<file path="config.mk">
export PLATFORM = sky130hd
export DESIGN_NAME = load_buffer_fill_unit
export DESIGN_NICKNAME = d
export VERILOG_FILES = /design/src/rtl/load_buffer_fill_unit.sv
export SDC_FILE = /design/constraint.sdc
export NUM_CORES = 1
export LEC_CHECK = 0
export ABC_AREA = 0
export BUFFER_PORTS_ARGS = -buffer_cell sky130_fd_sc_hd__buf_2
export CAP_MARGIN = 20
export CORE_AREA = 2 2 294 296
export DETAILED_ROUTE_END_ITERATION = 7
export DIE_AREA = 0 0 296 298
export HOLD_SLACK_MARGIN = 0.06
export PLACE_DENSITY_LB_ADDON = 0.1
export RECOVER_POWER = 25
export SLEW_MARGIN = 0
export SYNTH_ARGS = -nofsm -noshare
export SYNTH_HDL_FRONTEND = slang
export SYNTH_SLANG_ARGS = --single-unit
</file>
<file path="constraint.sdc">
create_clock -name Clk -period 7.1 [get_ports Clk]
set_clock_uncertainty 0.1 [all_clocks]
set_input_delay 1.065 -clock Clk [delete_from_list [all_inputs] [get_ports Clk]]
set_output_delay 1.065 -clock Clk [all_outputs]
set_load 0.03 [all_outputs]
</file>
<file path="src/rtl/load_buffer_fill_unit.sv">
// Two 8-word load buffers filled by a sequential burst FSM from a data-memory read port,
// kept coherent with memory-stage stores and guarded by a load stall when a bank is not valid.
module load_buffer_fill_unit #(
    parameter int DEPTH_LOG2 = 3,
    parameter int ADDR_W     = 32
) (
    input  logic                  Clk,
    input  logic                  Rst_n,
    input  logic                  fill_start,
    input  logic                  fill_bank,
    input  logic [ADDR_W-1:0]     fill_base,
    output logic                  fill_busy,
    output logic                  mem_req,
    output logic [ADDR_W-1:0]     mem_addr,
    input  logic                  mem_ack,
    input  logic [31:0]           mem_rdata,
    input  logic                  snoop_we,
    input  logic [ADDR_W-1:0]     snoop_addr,
    input  logic [31:0]           snoop_data,
    input  logic [DEPTH_LOG2-1:0] buf_val_1_addr,
    output logic [31:0]           buf_val_1_select,
    input  logic [DEPTH_LOG2-1:0] buf_val_2_addr,
    output logic [31:0]           buf_val_2_select,
    input  logic                  load_buff_a,
    input  logic                  load_buff_b,
    output logic                  valid_a,
    output logic                  valid_b,
    output logic                  ld_stall
);
    localparam int DEPTH = 1 << DEPTH_LOG2;

    typedef enum logic {IDLE, FILL} state_t;

    state_t                state_q, state_d;
    logic                  tgt_q, tgt_d;
    logic [DEPTH_LOG2-1:0] cnt_q, cnt_d;
    logic [ADDR_W-1:0]     base_a_q, base_a_d;
    logic [ADDR_W-1:0]     base_b_q, base_b_d;
    logic                  valid_a_q, valid_a_d;
    logic                  valid_b_q, valid_b_d;

    logic [31:0] bank_a_q [DEPTH];
    logic [31:0] bank_b_q [DEPTH];

    logic [ADDR_W-1:0]     snoop_word, off_a, off_b;
    logic [DEPTH_LOG2-1:0] idx_a, idx_b;
    logic                  hit_a, hit_b, upd_a, upd_b;
    logic                  filling, fill_we_a, fill_we_b;
    logic [5:0]            unused_low_bits;

    always_ff @(posedge Clk) begin
        if (!Rst_n) begin
            state_q   <= IDLE;
            tgt_q     <= 1'b0;
            cnt_q     <= '0;
            base_a_q  <= '0;
            base_b_q  <= '0;
            valid_a_q <= 1'b0;
            valid_b_q <= 1'b0;
        end else begin
            state_q   <= state_d;
            tgt_q     <= tgt_d;
            cnt_q     <= cnt_d;
            base_a_q  <= base_a_d;
            base_b_q  <= base_b_d;
            valid_a_q <= valid_a_d;
            valid_b_q <= valid_b_d;
        end
    end

    // A new fill invalidates its bank at once so reads stall until the burst completes.
    always_comb begin
        state_d   = state_q;
        tgt_d     = tgt_q;
        cnt_d     = cnt_q;
        base_a_d  = base_a_q;
        base_b_d  = base_b_q;
        valid_a_d = valid_a_q;
        valid_b_d = valid_b_q;
        case (state_q)
            IDLE: begin
                if (fill_start) begin
                    state_d = FILL;
                    tgt_d   = fill_bank;
                    cnt_d   = '0;
                    if (fill_bank) begin
                        base_b_d  = {fill_base[ADDR_W-1:2], 2'b00};
                        valid_b_d = 1'b0;
                    end else begin
                        base_a_d  = {fill_base[ADDR_W-1:2], 2'b00};
                        valid_a_d = 1'b0;
                    end
                end
            end
            FILL: begin
                if (mem_ack) begin
                    cnt_d = cnt_q + DEPTH_LOG2'(1);
                    if (&cnt_q) begin
                        state_d = IDLE;
                        if (tgt_q) valid_b_d = 1'b1;
                        else       valid_a_d = 1'b1;
                    end
                end
            end
            default: state_d = IDLE;
        endcase
    end

    always_comb begin
        filling   = (state_q == FILL);
        fill_we_a = filling && mem_ack && !tgt_q;
        fill_we_b = filling && mem_ack && tgt_q;
        mem_addr  = '0;
        if (filling) mem_addr = (tgt_q ? base_b_q : base_a_q) + (ADDR_W'(cnt_q) << 2);

        snoop_word = {snoop_addr[ADDR_W-1:2], 2'b00};
        off_a      = snoop_word - base_a_q;
        off_b      = snoop_word - base_b_q;
        hit_a      = snoop_we && (off_a[ADDR_W-1:DEPTH_LOG2+2] == '0);
        hit_b      = snoop_we && (off_b[ADDR_W-1:DEPTH_LOG2+2] == '0);
        idx_a      = off_a[DEPTH_LOG2+1:2];
        idx_b      = off_b[DEPTH_LOG2+1:2];
        // While filling, only entries already fetched (or being fetched this very cycle) take the store.
        upd_a = hit_a && (valid_a_q || (filling && !tgt_q &&
                ((idx_a < cnt_q) || ((idx_a == cnt_q) && mem_ack))));
        upd_b = hit_b && (valid_b_q || (filling && tgt_q &&
                ((idx_b < cnt_q) || ((idx_b == cnt_q) && mem_ack))));
        unused_low_bits = {fill_base[1:0], snoop_addr[1:0], off_a[1:0] ^ off_b[1:0]};
    end

    // Snoop write is ordered after the fill write so a same-entry collision keeps the store data.
    always_ff @(posedge Clk) begin
        if (Rst_n) begin
            if (fill_we_a) bank_a_q[cnt_q] <= mem_rdata;
            if (upd_a)     bank_a_q[idx_a] <= snoop_data;
        end
    end

    always_ff @(posedge Clk) begin
        if (Rst_n) begin
            if (fill_we_b) bank_b_q[cnt_q] <= mem_rdata;
            if (upd_b)     bank_b_q[idx_b] <= snoop_data;
        end
    end

    assign fill_busy        = filling;
    assign mem_req          = filling;
    assign valid_a          = valid_a_q;
    assign valid_b          = valid_b_q;
    assign buf_val_1_select = bank_a_q[buf_val_1_addr];
    assign buf_val_2_select = bank_b_q[buf_val_2_addr];
    assign ld_stall         = (load_buff_a && !valid_a_q) || (load_buff_b && !valid_b_q);

endmodule
</file>
==> impl_metrics.tcl <==
set metrics [dict create \
    crit_path_start_kind "input port" \
    setup_viol 0 \
    violations "max-capacitance violations, max-slew violations" \
    wl_per_cell_um 26.6 \
    globalplace.congestion 0.892 \
    die_w_um 296 \
    rsz0062_at_grt "no" \
    ys_warn_count 0 \
    via_per_inst 5.79 \
    power_per_cell_area_nw_per_um2 213 \
    synth_most_common_cell "mux2_2" \
    place_area_um2 36300 \
    root_buffer "clkbuf_16" \
    cts-buffers-inserted 68 \
    worstHoldPathType "flop to flop" \
    nets 2966 \
    instances_no_fill 3944 \
    critPathKind "input port to flop" \
    finalHoldViolCount 0 \
    synth_area_per_cell_um2 13.0 \
    dp.cells 3825 \
    synth.distinct_cells 82 \
    io_pins 243 \
    rr_worst_depth 13 \
    synthToLayoutAreaGrowth_pct 12.8 \
    synth_edf_count 512 \
    num_vias 22839 \
    vdd_drop_max_uv 150 \
    die_height_um 298 \
    start_util 0.399 \
    cap_viol_max_count 6 \
    htree_levels 3 \
    ys_seq_area_frac 0.494 \
    grt_max_degree 69 \
    crit_fanout 26 \
    cts_tree "yes" \
    io_buffers 236 \
    die_area_um2 88200 \
    cts_resized 0 \
    antenna_left 0 \
    worst_ep_arrival_time_ns 6.65 \
    post-route-period-util 0.902 \
    leakage_nw 12.9 \
    fin_util 0.450 \
    finalMaxSlewViolations 206 \
    synth.cells.most_frequent "mux2_2 (526), edfxtp_1 (512), nand2_1 (229)" \
    cts_num_sinks 579 \
    design_area_um2 38200 \
    synth_seq_cells 579 \
    cts_buffer_depth 3 \
    drive_above_1_share 0.359 \
    dr.pass1.iters 6 \
    hpwlAfterDp_um 67500 \
    grt_remaining_overflow 0 \
    core_area_um2 84900 \
    synth_top_cell_by_area "edfxtp_1" \
    fmax_ghz 0.156 \
    crit_path_end_kind "flop" \
    rows 107 \
    synthCells 2598 \
    ys.flop_type "edfxtp_1" \
    hold_buffers 0 \
    drc_errors 0 \
    cp.required_ns 7.34 \
    cts_setup_buffers 0 \
    status "finished with violations" \
    fillers 7888 \
    antenna_found_initial 5 \
    clock_latency_ns 0.64 \
    whs_ns 0.371 \
    grt_util_all_layers 0.237 \
    worst_pin_slew_ns 2.96 \
    grt_pass1_vias 23246 \
    holdPathStages 2 \
    clk_pin_slew_ns 0.05 \
    period_needed_ns 6.41 \
    grt_first_pass_wirelength_um 154000 \
    synthTopCellsByArea "edfxtp_1 (45%), mux2_2 (17%), mux4_2 (8.5%)" \
    drt-initial-drc-count 1704 \
    synth_area_um2 33900 \
    synthDominantCellAreaShare 0.454 \
    ys_async_sr_fraction 0 \
    fin_tns_setup_ns 0 \
    maxSlewHeadroom -0.970 \
    wl_um 105000 \
]
metal layers:
metal | GRT usage | part of all wire | vias up
met5 | 0 | 0.00031 | -
met4 | 0.0675 | 0.026 | 4
met3 | 0.0323 | 0.053 | 159
met2 | 0.379 | 0.47 | 709
met1 | 0.336 | 0.45 | 11745
li1 | - | - | 10222
state kept, by name (all words and copies together), names as in the netlist:
signal,count
bank_a_q,256
base_a_q,30
valid_b,1
bank_b_q,256
tgt_q,1
cnt_q,3
base_b_q,30
valid_a,1
fill_busy,1
area by class of cell:
cell class,instances,area (µm²),share of cell area
flip-flops and latches,579,16700,0.438
diodes,1,2.50,0.0000655
well taps,1144,1430,0.0375
multi-input cells,1715,16000,0.418
clock buffers,90,1860,0.0486
inverters,86,323,0.00845
clock inverters,27,211,0.00554
repair buffers,302,1680,0.0439
cells by family after synthesis:
group | synth area share
and+or+nand+nor | 0.0756
buffers and inverters | 0.0361
adders and majority gates | 0.0273
other | 0.000111
muxes | 0.285
DFF | 0.494
AOI/OAI and AO/OA | 0.0672
xor gates and xnor gates | 0.0147
power by group:
group,internal [mW],total [mW],switching (mW)
Combinational,0.421,1.07,0.648
Sequential,3.72,3.74,0.0188
Clock,1.88,3.33,1.44
Total,6.03,8.14,2.11
final timing paths:
path                      start         endpoint  slack (ns)
setup reg to reg   base_b_q[21]  bank_b_q[2][28]        1.03
hold / removal     base_a_q[21]     base_a_q[21]        0.37
setup / recovery  snoop_addr[2]  bank_b_q[2][28]        0.69
hold reg to reg    base_a_q[21]     base_a_q[21]        0.37
through the flow:
stage          total power [mW]  setup WS, ns
6_report                   8.14         0.693
3_3_place_gp               4.87         0.914
5_1_grt                    8.43         0.418
3_5_place_dp               4.88         0.810
2_1_floorplan              4.55          1.21
4_1_cts                    8.22          1.10
placed cells by master, fill, tap and decap left out, types with 31 or more instances in the layout:
cell type,instances
edfxtp_1,512
mux2_2,520
dfxtp_1,67
mux2_1,60
clkbuf_1,92
ha_1,69
nand2_1,222
buf_2,164
nor2_1,56
clkbuf_16,70
o21ai_0,49
nand3_1,31
xnor2_1,37
inv_1,85
buf_4,46
a21boi_0,65
a21oi_1,87
mux4_2,128
worst max-delay path, cell delays in order:
cell      delay (ns)
clkbuf_1        0.18
inv_1           0.10
ha_1            0.24
fa_1            0.41
xor2_1          0.25
buf_4           0.19
inv_1           0.13
ha_1            0.33
o211ai_1        0.18
a31oi_1         0.13
or3_1           0.42
a2111o_1        0.38
nor4_4          0.25
clkbuf_1        0.51
nand4_1         0.81
buf_4           0.62
mux2_1          0.40
Power figures use the tool's default switching activity.
